===== config.mk =====
export PLATFORM = sky130hd
export DESIGN_NAME = mem_bus_interconnect_flat
export DESIGN_NICKNAME = d
export VERILOG_FILES = /design/src/rtl/mem_bus_interconnect_pkg.sv /design/src/rtl/mem_bus_interconnect_if.sv /design/src/rtl/mem_bus_interconnect_addr_decoder.sv /design/src/rtl/mem_bus_interconnect.sv /design/src/flat_wrapper.sv
export SDC_FILE = /design/constraint.sdc
export NUM_CORES = 1
export LEC_CHECK = 0
export BUFFER_PORTS_ARGS = -buffer_cell sky130_fd_sc_hd__buf_2
export CORE_ASPECT_RATIO = 1.25
export CORE_MARGIN = 10
export CORE_UTILIZATION = 35
export DETAILED_ROUTE_END_ITERATION = 12
export HOLD_SLACK_MARGIN = 0.02
export PLACE_DENSITY = 0.68
export RECOVER_POWER = 50
export REMOVE_ABC_BUFFERS = 1
export SYNTH_ARGS = -nofsm -noshare
export SYNTH_HDL_FRONTEND = slang
export SYNTH_SLANG_ARGS = --single-unit

===== constraint.sdc =====
create_clock -name clk -period 7.1 [get_ports clk]
set_clock_uncertainty 0.05 [all_clocks]
set_input_delay 1.775 -clock clk [delete_from_list [all_inputs] [get_ports clk]]
set_output_delay 1.775 -clock clk [all_outputs]
set_load 0.005 [all_outputs]

===== src/rtl/mem_bus_interconnect_pkg.sv =====
// Shared widths, defaults and FSM state type for the CPU-to-slave memory interconnect.
package mem_bus_interconnect_pkg;
    localparam int DATA_W = 32;
    localparam int ADDR_W = 32;
    localparam int STRB_W = DATA_W / 8;
    localparam logic [DATA_W-1:0] DEFAULT_ERR_RDATA = 32'hDEAD_BEEF;

    typedef enum logic [1:0] {
        ST_IDLE   = 2'd0,
        ST_ACCESS = 2'd1,
        ST_RESP   = 2'd2
    } state_e;

    function automatic int idx_width(input int n);
        return (n > 1) ? $clog2(n) : 1;
    endfunction
endpackage


===== src/rtl/mem_bus_interconnect_if.sv =====
// CPU native memory port plus the broadcast slave channel it is decoded onto.
interface mem_bus_interconnect_if
    import mem_bus_interconnect_pkg::*;
#(
    parameter int NUM_SLAVES = 2
);
    logic                         m_valid;
    logic [ADDR_W-1:0]            m_addr;
    logic [DATA_W-1:0]            m_wdata;
    logic [STRB_W-1:0]            m_wstrb;
    logic                         m_ready;
    logic [DATA_W-1:0]            m_rdata;
    logic                         m_error;

    logic [NUM_SLAVES-1:0]        s_sel;
    logic [ADDR_W-1:0]            s_addr;
    logic [DATA_W-1:0]            s_wdata;
    logic [STRB_W-1:0]            s_wstrb;
    logic [NUM_SLAVES-1:0]        s_ready;
    logic [DATA_W*NUM_SLAVES-1:0] s_rdata;

    // The interconnect is the slave of the CPU and drives the slave channel.
    modport slave (
        input  m_valid, m_addr, m_wdata, m_wstrb, s_ready, s_rdata,
        output m_ready, m_rdata, m_error, s_sel, s_addr, s_wdata, s_wstrb
    );

    modport master (
        output m_valid, m_addr, m_wdata, m_wstrb, s_ready, s_rdata,
        input  m_ready, m_rdata, m_error, s_sel, s_addr, s_wdata, s_wstrb
    );
endinterface


===== src/rtl/mem_bus_interconnect_addr_decoder.sv =====
// Combinational base/mask window decode; the lowest-numbered matching window wins.
module mem_bus_interconnect_addr_decoder
    import mem_bus_interconnect_pkg::*;
#(
    parameter int                           NUM_SLAVES = 2,
    parameter logic [ADDR_W*NUM_SLAVES-1:0] SLAVE_BASE = {32'h8000_0000, 32'h0000_0000},
    parameter logic [ADDR_W*NUM_SLAVES-1:0] SLAVE_MASK = {32'hFFFF_FFFF, 32'hFFFF_E000},
    parameter int                           IDX_W      = idx_width(NUM_SLAVES)
) (
    input  logic [ADDR_W-1:0]     addr,
    output logic                  hit,
    output logic [NUM_SLAVES-1:0] onehot,
    output logic [IDX_W-1:0]      idx
);
    always_comb begin
        // NOTE: every output gets a default before the loop so no path leaves one unassigned (no latch).
        hit = 1'b0;
        idx = '0;
        // Scanning downwards lets the lowest matching index overwrite any higher one.
        for (int i = NUM_SLAVES - 1; i >= 0; i--) begin
            if ((addr & SLAVE_MASK[ADDR_W*i +: ADDR_W]) == SLAVE_BASE[ADDR_W*i +: ADDR_W]) begin
                hit = 1'b1;
                idx = IDX_W'(i);
            end
        end
        onehot = hit ? (NUM_SLAVES'(1) << idx) : '0;
    end
endmodule


===== src/rtl/mem_bus_interconnect.sv =====
// Registered picorv32-to-slaves interconnect with unmapped-address and timeout error responses.
module mem_bus_interconnect
    import mem_bus_interconnect_pkg::*;
#(
    parameter int                           NUM_SLAVES     = 2,
    parameter logic [ADDR_W*NUM_SLAVES-1:0] SLAVE_BASE     = {32'h8000_0000, 32'h0000_0000},
    parameter logic [ADDR_W*NUM_SLAVES-1:0] SLAVE_MASK     = {32'hFFFF_FFFF, 32'hFFFF_E000},
    parameter int                           TIMEOUT_CYCLES = 255,
    parameter logic [DATA_W-1:0]            ERR_RDATA      = DEFAULT_ERR_RDATA
) (
    input  logic                  clk,
    input  logic                  reset,
    mem_bus_interconnect_if.slave bus,
    output logic [ADDR_W-1:0]     err_addr,
    output logic [7:0]            err_count
);
    localparam int               IDX_W    = idx_width(NUM_SLAVES);
    localparam int               TMR_W    = (TIMEOUT_CYCLES > 0) ? $clog2(TIMEOUT_CYCLES + 1) : 1;
    localparam logic [TMR_W-1:0] TMR_LAST = TMR_W'(TIMEOUT_CYCLES - 1);

    state_e                state_q,     state_d;
    logic [NUM_SLAVES-1:0] sel_q,       sel_d;
    logic [IDX_W-1:0]      idx_q,       idx_d;
    logic [ADDR_W-1:0]     addr_q,      addr_d;
    logic [DATA_W-1:0]     wdata_q,     wdata_d;
    logic [STRB_W-1:0]     wstrb_q,     wstrb_d;
    logic [TMR_W-1:0]      timer_q,     timer_d;
    logic [DATA_W-1:0]     rdata_q,     rdata_d;
    logic                  ready_q,     ready_d;
    logic                  error_q,     error_d;
    logic                  skip_q,      skip_d;
    logic [ADDR_W-1:0]     err_addr_q,  err_addr_d;
    logic [7:0]            err_count_q, err_count_d;

    logic                  err_evt;
    logic                  dec_hit;
    logic [NUM_SLAVES-1:0] dec_onehot;
    logic [IDX_W-1:0]      dec_idx;

    mem_bus_interconnect_addr_decoder #(
        .NUM_SLAVES (NUM_SLAVES),
        .SLAVE_BASE (SLAVE_BASE),
        .SLAVE_MASK (SLAVE_MASK),
        .IDX_W      (IDX_W)
    ) u_decoder (
        .addr   (bus.m_addr),
        .hit    (dec_hit),
        .onehot (dec_onehot),
        .idx    (dec_idx)
    );

    always_comb begin
        state_d     = state_q;
        sel_d       = sel_q;
        idx_d       = idx_q;
        addr_d      = addr_q;
        wdata_d     = wdata_q;
        wstrb_d     = wstrb_q;
        timer_d     = timer_q;
        rdata_d     = rdata_q;
        ready_d     = 1'b0;
        error_d     = 1'b0;
        skip_d      = 1'b0;
        err_addr_d  = err_addr_q;
        err_count_d = err_count_q;
        err_evt     = 1'b0;

        case (state_q)
            ST_IDLE: begin
                // The CPU may still hold valid in the cycle right after a response.
                if (bus.m_valid && !skip_q) begin
                    addr_d  = bus.m_addr;
                    wdata_d = bus.m_wdata;
                    wstrb_d = bus.m_wstrb;
                    timer_d = '0;
                    if (dec_hit) begin
                        idx_d   = dec_idx;
                        sel_d   = dec_onehot;
                        state_d = ST_ACCESS;
                    end else begin
                        ready_d = 1'b1;
                        error_d = 1'b1;
                        rdata_d = ERR_RDATA;
                        err_evt = 1'b1;
                        state_d = ST_RESP;
                    end
                end
            end
            ST_ACCESS: begin
                // A ready arriving in the final timeout cycle takes priority over the error.
                if (bus.s_ready[idx_q]) begin
                    rdata_d = bus.s_rdata[DATA_W*idx_q +: DATA_W];
                    ready_d = 1'b1;
                    sel_d   = '0;
                    state_d = ST_RESP;
                end else if ((TIMEOUT_CYCLES != 0) && (timer_q == TMR_LAST)) begin
                    ready_d = 1'b1;
                    error_d = 1'b1;
                    rdata_d = ERR_RDATA;
                    sel_d   = '0;
                    err_evt = 1'b1;
                    state_d = ST_RESP;
                end else begin
                    timer_d = timer_q + TMR_W'(1);
                end
            end
            ST_RESP: begin
                skip_d  = 1'b1;
                state_d = ST_IDLE;
            end
            default: state_d = ST_IDLE;
        endcase

        if (err_evt) begin
            err_addr_d = addr_d;
            if (err_count_q != 8'hFF) err_count_d = err_count_q + 8'd1;
        end
    end

    always_ff @(posedge clk or posedge reset) begin
        if (reset) begin
            state_q     <= ST_IDLE;
            sel_q       <= '0;
            idx_q       <= '0;
            addr_q      <= '0;
            wdata_q     <= '0;
            wstrb_q     <= '0;
            timer_q     <= '0;
            rdata_q     <= '0;
            ready_q     <= 1'b0;
            error_q     <= 1'b0;
            skip_q      <= 1'b0;
            err_addr_q  <= '0;
            err_count_q <= '0;
        end else begin
            // NOTE: non-blocking updates so every flop samples the pre-edge values of the others.
            state_q     <= state_d;
            sel_q       <= sel_d;
            idx_q       <= idx_d;
            addr_q      <= addr_d;
            wdata_q     <= wdata_d;
            wstrb_q     <= wstrb_d;
            timer_q     <= timer_d;
            rdata_q     <= rdata_d;
            ready_q     <= ready_d;
            error_q     <= error_d;
            skip_q      <= skip_d;
            err_addr_q  <= err_addr_d;
            err_count_q <= err_count_d;
        end
    end

    assign bus.m_ready = ready_q;
    assign bus.m_rdata = rdata_q;
    assign bus.m_error = error_q;
    assign bus.s_sel   = sel_q;
    assign bus.s_addr  = addr_q;
    assign bus.s_wdata = wdata_q;
    assign bus.s_wstrb = wstrb_q;
    assign err_addr    = err_addr_q;
    assign err_count   = err_count_q;
endmodule


===== src/flat_wrapper.sv =====
// flat-port wrapper written by rule: the top's interface ports become plain ports
module mem_bus_interconnect_flat import mem_bus_interconnect_pkg::*;
#(
    parameter int                           NUM_SLAVES     = 2,
    parameter logic [ADDR_W*NUM_SLAVES-1:0] SLAVE_BASE     = {32'h8000_0000, 32'h0000_0000},
    parameter logic [ADDR_W*NUM_SLAVES-1:0] SLAVE_MASK     = {32'hFFFF_FFFF, 32'hFFFF_E000},
    parameter int                           TIMEOUT_CYCLES = 255,
    parameter logic [DATA_W-1:0]            ERR_RDATA      = DEFAULT_ERR_RDATA
)
  (clk, reset, err_addr, err_count, bus_m_valid, bus_m_addr, bus_m_wdata, bus_m_wstrb, bus_s_ready, bus_s_rdata, bus_m_ready, bus_m_rdata, bus_m_error, bus_s_sel, bus_s_addr, bus_s_wdata, bus_s_wstrb);
  mem_bus_interconnect_if #(.NUM_SLAVES(NUM_SLAVES)) bus_i ();
  input  logic clk;
  input  logic reset;
  output logic [ADDR_W-1:0] err_addr;
  output logic [7:0] err_count;
  input wire logic [$bits(bus_i.m_valid)-1:0] bus_m_valid;
  input wire logic [$bits(bus_i.m_addr)-1:0] bus_m_addr;
  input wire logic [$bits(bus_i.m_wdata)-1:0] bus_m_wdata;
  input wire logic [$bits(bus_i.m_wstrb)-1:0] bus_m_wstrb;
  input wire logic [$bits(bus_i.s_ready)-1:0] bus_s_ready;
  input wire logic [$bits(bus_i.s_rdata)-1:0] bus_s_rdata;
  output wire logic [$bits(bus_i.m_ready)-1:0] bus_m_ready;
  output wire logic [$bits(bus_i.m_rdata)-1:0] bus_m_rdata;
  output wire logic [$bits(bus_i.m_error)-1:0] bus_m_error;
  output wire logic [$bits(bus_i.s_sel)-1:0] bus_s_sel;
  output wire logic [$bits(bus_i.s_addr)-1:0] bus_s_addr;
  output wire logic [$bits(bus_i.s_wdata)-1:0] bus_s_wdata;
  output wire logic [$bits(bus_i.s_wstrb)-1:0] bus_s_wstrb;
  assign bus_i.m_valid = bus_m_valid;
  assign bus_i.m_addr = bus_m_addr;
  assign bus_i.m_wdata = bus_m_wdata;
  assign bus_i.m_wstrb = bus_m_wstrb;
  assign bus_i.s_ready = bus_s_ready;
  assign bus_i.s_rdata = bus_s_rdata;
  assign bus_m_ready = bus_i.m_ready;
  assign bus_m_rdata = bus_i.m_rdata;
  assign bus_m_error = bus_i.m_error;
  assign bus_s_sel = bus_i.s_sel;
  assign bus_s_addr = bus_i.s_addr;
  assign bus_s_wdata = bus_i.s_wdata;
  assign bus_s_wstrb = bus_i.s_wstrb;
  mem_bus_interconnect #(.NUM_SLAVES(NUM_SLAVES), .SLAVE_BASE(SLAVE_BASE), .SLAVE_MASK(SLAVE_MASK), .TIMEOUT_CYCLES(TIMEOUT_CYCLES), .ERR_RDATA(ERR_RDATA)) u_core (.clk(clk), .reset(reset), .bus(bus_i), .err_addr(err_addr), .err_count(err_count));
endmodule

==> results of run 1 <==
[power by group]
part | internal (W) | switching (W)
clock network | 0.000496 | 0.000398
logic | 0.000278 | 0.000282
registers | 0.00106 | 0.000110
total | 0.00183 | 0.000790
[worst max path at each step]
stage	start	endpoint	slack (ps)	depth (start not counted)
floorplan	bus_m_valid	u_core.err_addr[15]$_DFFE_PP0P_	470	4
detailed placement	bus_m_addr[22]	u_core.err_addr[12]$_DFFE_PP0P_	2740	6
global placement	bus_m_addr[22]	u_core.err_addr[25]$_DFFE_PP0P_	2810	6
CTS	bus_m_addr[22]	u_core.err_addr[12]$_DFFE_PP0P_	3190	6
global route	bus_m_valid	u_core.err_addr[31]$_DFFE_PP0P_	1840	5
finish	bus_m_valid	u_core.err_addr[31]$_DFFE_PP0P_	2270	5
[routing by layer]
metal	wire length [um]	up-vias
li1	-	2555
met1	7620	2448
met2	9340	194
met3	2060	19
met4	315	0
met5	0	-
[sequential cells by signal, indices dropped and copies added, names as in the netlist, 4 cells and up]
name and flops:
u_core.err_count 8, u_core.bus.s_addr 32, u_core.timer_q 8, u_core.bus.m_rdata 32, u_core.bus.s_wstrb 4, u_core.err_addr 32, u_core.bus.s_wdata 32
[tightest hold or removal path, cell delays in order (launching register included)]
cell     delay (ps)
dfrtp_1         340
nand2_1          50
nand2_1          60
[metrics by stage]
step                cell area, um^2  std cells  total power (W)  worst slack (ps)  utilization (%)
global placement               8220       1082          0.00176              2810             44.1
global route                   8700       1114          0.00277              1840             46.7
finish                         8700       1115          0.00262              2270             46.7
detailed placement             8220       1082          0.00177              2740             44.1
CTS                            8800       1114          0.00268              3190             47.2
floorplan                      6470        565          0.00145               469                -
[logic make-up (layout without fill, tap and decap cells)]
group	after synthesis	after routing	synth area share, %
AOI/OAI and AO/OA	58	58	7.12
xor gates and xnor gates	9	9	1.19
adders and majority gates	3	3	0.568
buffers and inverters	44	332	2.95
DFF	156	156	59.1
muxes	68	68	12.7
other	0	1	0
and+or+nand+nor	256	256	16.4
[Yosys cell counts, drive strengths merged (2+ instances only)]
| library cell | number |
|---|---|
| nand2 | 211 |
| nor2 | 9 |
| dfrtp | 156 |
| a2bb2oi | 24 |
| xnor2 | 4 |
| mux2 | 35 |
| o21ai | 4 |
| nand3 | 10 |
| nor3 | 6 |
| o31ai | 2 |
| o22ai | 8 |
| nor4 | 7 |
| clkbuf | 16 |
| a21oi | 5 |
| mux2i | 33 |
| nand2b | 2 |
| xor2 | 5 |
| nor2b | 2 |
| buf | 13 |
| a211oi | 6 |
| inv | 15 |
| nand4 | 3 |
| or3 | 2 |
| ha | 3 |
| a21o | 3 |
[layout make-up]
cell class	count	area [um^2]	share of cell area (%)
timing repair buffer	285	1340	15.4
clock inverter	15	156	1.80
sequential	156	3910	44.9
tap	232	290	3.34
multi-input combinational	394	2520	28.9
clock buffer	17	425	4.89
antenna	1	2.50	0.0288
inverter	15	61.3	0.705
==> reports/results.tsv, run 1 <==
metric	value	unit
grt_pass1_vias	5483	
root_buffer	clkbuf_16	
finalHoldViolations	0	
holdPathStages	2	
async_flop_share	100	%
io-pin-count	281	
met1_usage	16.8	%
clk_latency	410	ps
synthCells	594	
coreArea	18600	um^2
status	finished, violations left	
cpMostUsedCell	clkbuf_1	
synth_area_per_cell	11.1	um^2
rows	56	
post-route-min-period	4830	ps
fillerInstances	1798	
cp.required	7350	ps
worst_path_max_delay_cell	clkbuf_1	
synth_warnings	0	
cp.arrival	5080	ps
rrSetupSlack	3040	ps
netlist.area_leader.share	59.1	%
synth_ff_type	dfrtp_1	
path_class	input pin to flop	
drt-initial-drc-count	186	
yosysUniqueCellTypes	44	
min_from	u_core.bus.s_wdata[11]$_DFFE_PP0P_	
wl_per_cell	17.4	um
vias_per_cell	4.68	
worstHoldEndpoint	u_core.bus.s_wdata[11]$_DFFE_PP0P_	
holdWs	422	ps
areaGrowthSynthToFinish	31.6	%
period_share	68.0	%
reg2reg_to	u_core.err_addr[31]$_DFFE_PP0P_	
cts_tree	done	
reg2reg_depth	5	
die_h	174	um
violations	max-capacitance violations, max-slew violations	
port_buffers	280	
clock-sinks	156	
grtUsageMet2	24.9	%
drc	0	
dieArea	24800	um^2
vdd.ir_drop.worst	0.137	mV
drtPass1Iterations	4	
yosysTopAreaCell	dfrtp_1	
worstPathCellList	clkbuf_1 -> nand3b_1 -> clkbuf_1 -> o21ai_0 -> mux2_4	
clk_pin_slew	70	ps
cts-resized-gates	0	
rsz0062_at_grt	no	
p_leak	4.28	nW
grt_pass1_wl	29.9	mm
setup_viol	0	
hold_path.class	flop to flop	
p_per_area	301	nW/um^2
final_cell_mix	nand2_1, buf_2, dfrtp_1	
critPathTopFamily	buffers and inverters	
drive_gt1_share	32.8	%
grt_max_degree	99	
cts-htree-levels	4	
grt_usage	15.1	%
r2r-start	u_core.state_q[1]$_DFFE_PP0P_	
max_slew_margin	-124	%
hold_buffers	0	
final_common_cell	nand2_1	
place_congestion	0.783	
start_util	35.5	%
die_w	143	um
drv_cap	1	
postCtsSetupBuffers	0	
grtUsageMet3	7.43	%
synth_edf_count	0	
fmax	207	MHz
endpoint_kind	flop	
ys_top_cells_by_area	dfrtp_1, nand2_1, mux2_4	
max_stage_delay	2330	ps
start_kind	input pin	
ant_nets	0	
antenna_found_initial	1	
grt_remaining_overflow	0	
synth_seq_cells	156	
slew_violations	72	
dp_hpwl	14.4	mm
synthesis.area	6610	um^2
vias	5216	
worst-slew-pin-transition	3350	ps
nets	1009	
cts_buffers	17	
top_usage_layer	met2	
crit_buf_inv	2	
clk_path_buf_depth	2	
tns	0	ps
cp_max_fo	71	
totalWireLength	19.3	mm
ys_seq_area_share	59.1	%
Power figures use the tool's default switching activity.
==> inputs of run 2 (changes only) <==
- ABC_AREA: default -> 1
- PLACE_DENSITY: 0.68 -> 0.67
- clock period: 7.1 -> 5 ns (I/O delays scaled with it)
==> reports/results.tsv, run 2 <==
metric	value	unit
status	finished, violations left	
violations	max-capacitance violations, max-slew violations	
die_h	176	um
final_cell_mix	nand2_1, buf_2, dfrtp_1	
rows	57	
setup_viol	0	
reg2reg_depth	8	
synthesis.area	6850	um^2
cts_buffers	17	
async_flop_share	100	%
place_congestion	0.800	
start_util	35.4	%
rsz0062_at_grt	no	
endpoint_kind	asynchronous set/reset pin	
max_stage_delay	1490	ps
post-route-min-period	3710	ps
wl_per_cell	16.4	um
register_area	3900	um^2
holdWs	407	ps
io-pin-count	281	
port_buffers	280	
synth_area_per_cell	8.53	um^2
yosysUniqueCellTypes	34	
max_slew_margin	-58.0	%
tns	0	ps
synth_warnings	0	
ys_top_cells_by_area	dfrtp_1, nand2_1, nor2_1	
reg2reg_to	u_core.err_count[0]$_DFFE_PP0P_	
crit_path_start	reset	
ys_seq_area_share	57.0	%
synth_seq_cells	156	
vias	6276	
period_share	74.1	%
hold_buffers	0	
totalWireLength	22.1	mm
ant_nets	0	
grt_usage	16.9	%
dp.cells	1317	
cp_max_fo	110	
clk_pin_slew	60	ps
drc	0	
fin_cells	1350	
cts_tree	done	
cpMostUsedCell	clkbuf_1	
p_per_area	403	nW/um^2
yosysTopAreaCell	dfrtp_1	
rrSetupSlack	2000	ps
grt_max_degree	111	
clock-sinks	156	
postCtsSetupBuffers	0	
worstHoldEndpoint	u_core.skip_q$_DFF_PP0_	
die_w	145	um
coreArea	19300	um^2
r2r-start	u_core.idx_q$_DFFE_PP0P_	
clk_path_buf_depth	2	
drtPass1Iterations	5	
holdPathStages	1	
path_class	input pin to asynchronous set/reset pin	
multi_input_area	2660	um^2
netlist.area_leader.share	57.0	%
areaGrowthSynthToFinish	30.9	%
drt-initial-drc-count	356	
fmax	270	MHz
cts-resized-gates	0	
yosys-top-cells-count	nand2_1, dfrtp_1, nor2_1, nand3_1	
synthCells	803	
synth_edf_count	0	
dieArea	25600	um^2
hold_path.class	flop to flop	
finalHoldViolations	0	
cts-htree-levels	4	
worst-slew-pin-transition	2370	ps
cp.required	5260	ps
synth_ff_type	dfrtp_1	
grt_remaining_overflow	0	
drive_gt1_share	26.1	%
root_buffer	clkbuf_16	
start_kind	input pin	
yosysMostFrequentCell	nand2_1	
fillerInstances	1943	
cp.arrival	3960	ps
vdd.ir_drop.worst	0.233	mV
antenna_found_initial	1	
final_common_cell	nand2_1	
slew_violations	111	
worstPathCellList	clkbuf_1 -> clkinvlp_4 -> clkbuf_1	
dp_hpwl	16.1	mm
drv_cap	1	
nets	1211	
grt_pass1_vias	6240	
p_leak	4.68	nW
clk_latency	420	ps
min_from	u_core.state_q[0]$_DFFE_PP0P_	
grt_pass1_wl	35.0	mm
vias_per_cell	4.65	
worst_path_max_delay_cell	clkinvlp_4	
## run 2: worst max path at each step
stage	endpoint	slack, ps	cells after the start
after detailed placement	u_core.err_count[0]$_DFFE_PP0P_	1110	11
after global routing	u_core.bus.s_addr[16]$_DFF_PP0_	720	3
final	u_core.bus.s_addr[16]$_DFF_PP0_	1290	3
after CTS	u_core.err_count[0]$_DFFE_PP0P_	1590	11
after global placement	u_core.err_count[7]$_DFFE_PP0P_	1230	11
after floorplan	u_core.bus.m_error$_DFF_PP0_	-510	1
## run 2: where the power goes
group,switching (W),internal (W)
Sequential,0.000130,0.00147
Combinational,0.000387,0.000268
Clock,0.000539,0.000821
Total,0.00106,0.00256
## run 2: per-stage QoR
| step | utilization [%] | power, W | cell area (um^2) | setup WS (ps) |
|---|---|---|---|---|
| floorplan | - | 0.00190 | 6650 | -507 |
| global placement | 43.6 | 0.00229 | 8440 | 1230 |
| detailed placement | 43.6 | 0.00230 | 8440 | 1110 |
| CTS | 46.8 | 0.00368 | 9050 | 1590 |
| global route | 46.4 | 0.00383 | 8960 | 716 |
| finish | 46.4 | 0.00361 | 8960 | 1290 |
## run 2: cells by family (layout without fill, tap and decap cells)
group | after synthesis | after routing | share of synthesized area, %
AOI/OAI and AO/OA | 76 | 76 | 7.21
xor gates and xnor gates | 8 | 8 | 1.02
other | 0 | 1 | 0
DFF | 156 | 156 | 57.0
buffers and inverters | 62 | 343 | 4.26
adders and majority gates | 3 | 3 | 0.548
and+or+nand+nor | 498 | 498 | 30.0
## run 2: cell type report
class                   instances  area share [%]
clock inverters                11            1.74
repair buffers                286            15.1
inverters                      25            1.09
flip-flops and latches        156            43.5
well taps                     265            3.70
multi-input cells             585            29.6
diodes                          1          0.0279
clock buffers                  21            5.14
## run 2: worst max-delay path, delay by kind of cell
family   cells  cell delay, ps
buf+inv      3            2660
## run 2: layer usage
layer	track usage, %	part of all wire (%)	vias to the layer above
li1	-	-	3085
met1	20.8	41	2940
met2	28.2	50	229
met3	4.43	7.1	22
met4	5.95	2.0	0
met5	0	0	-
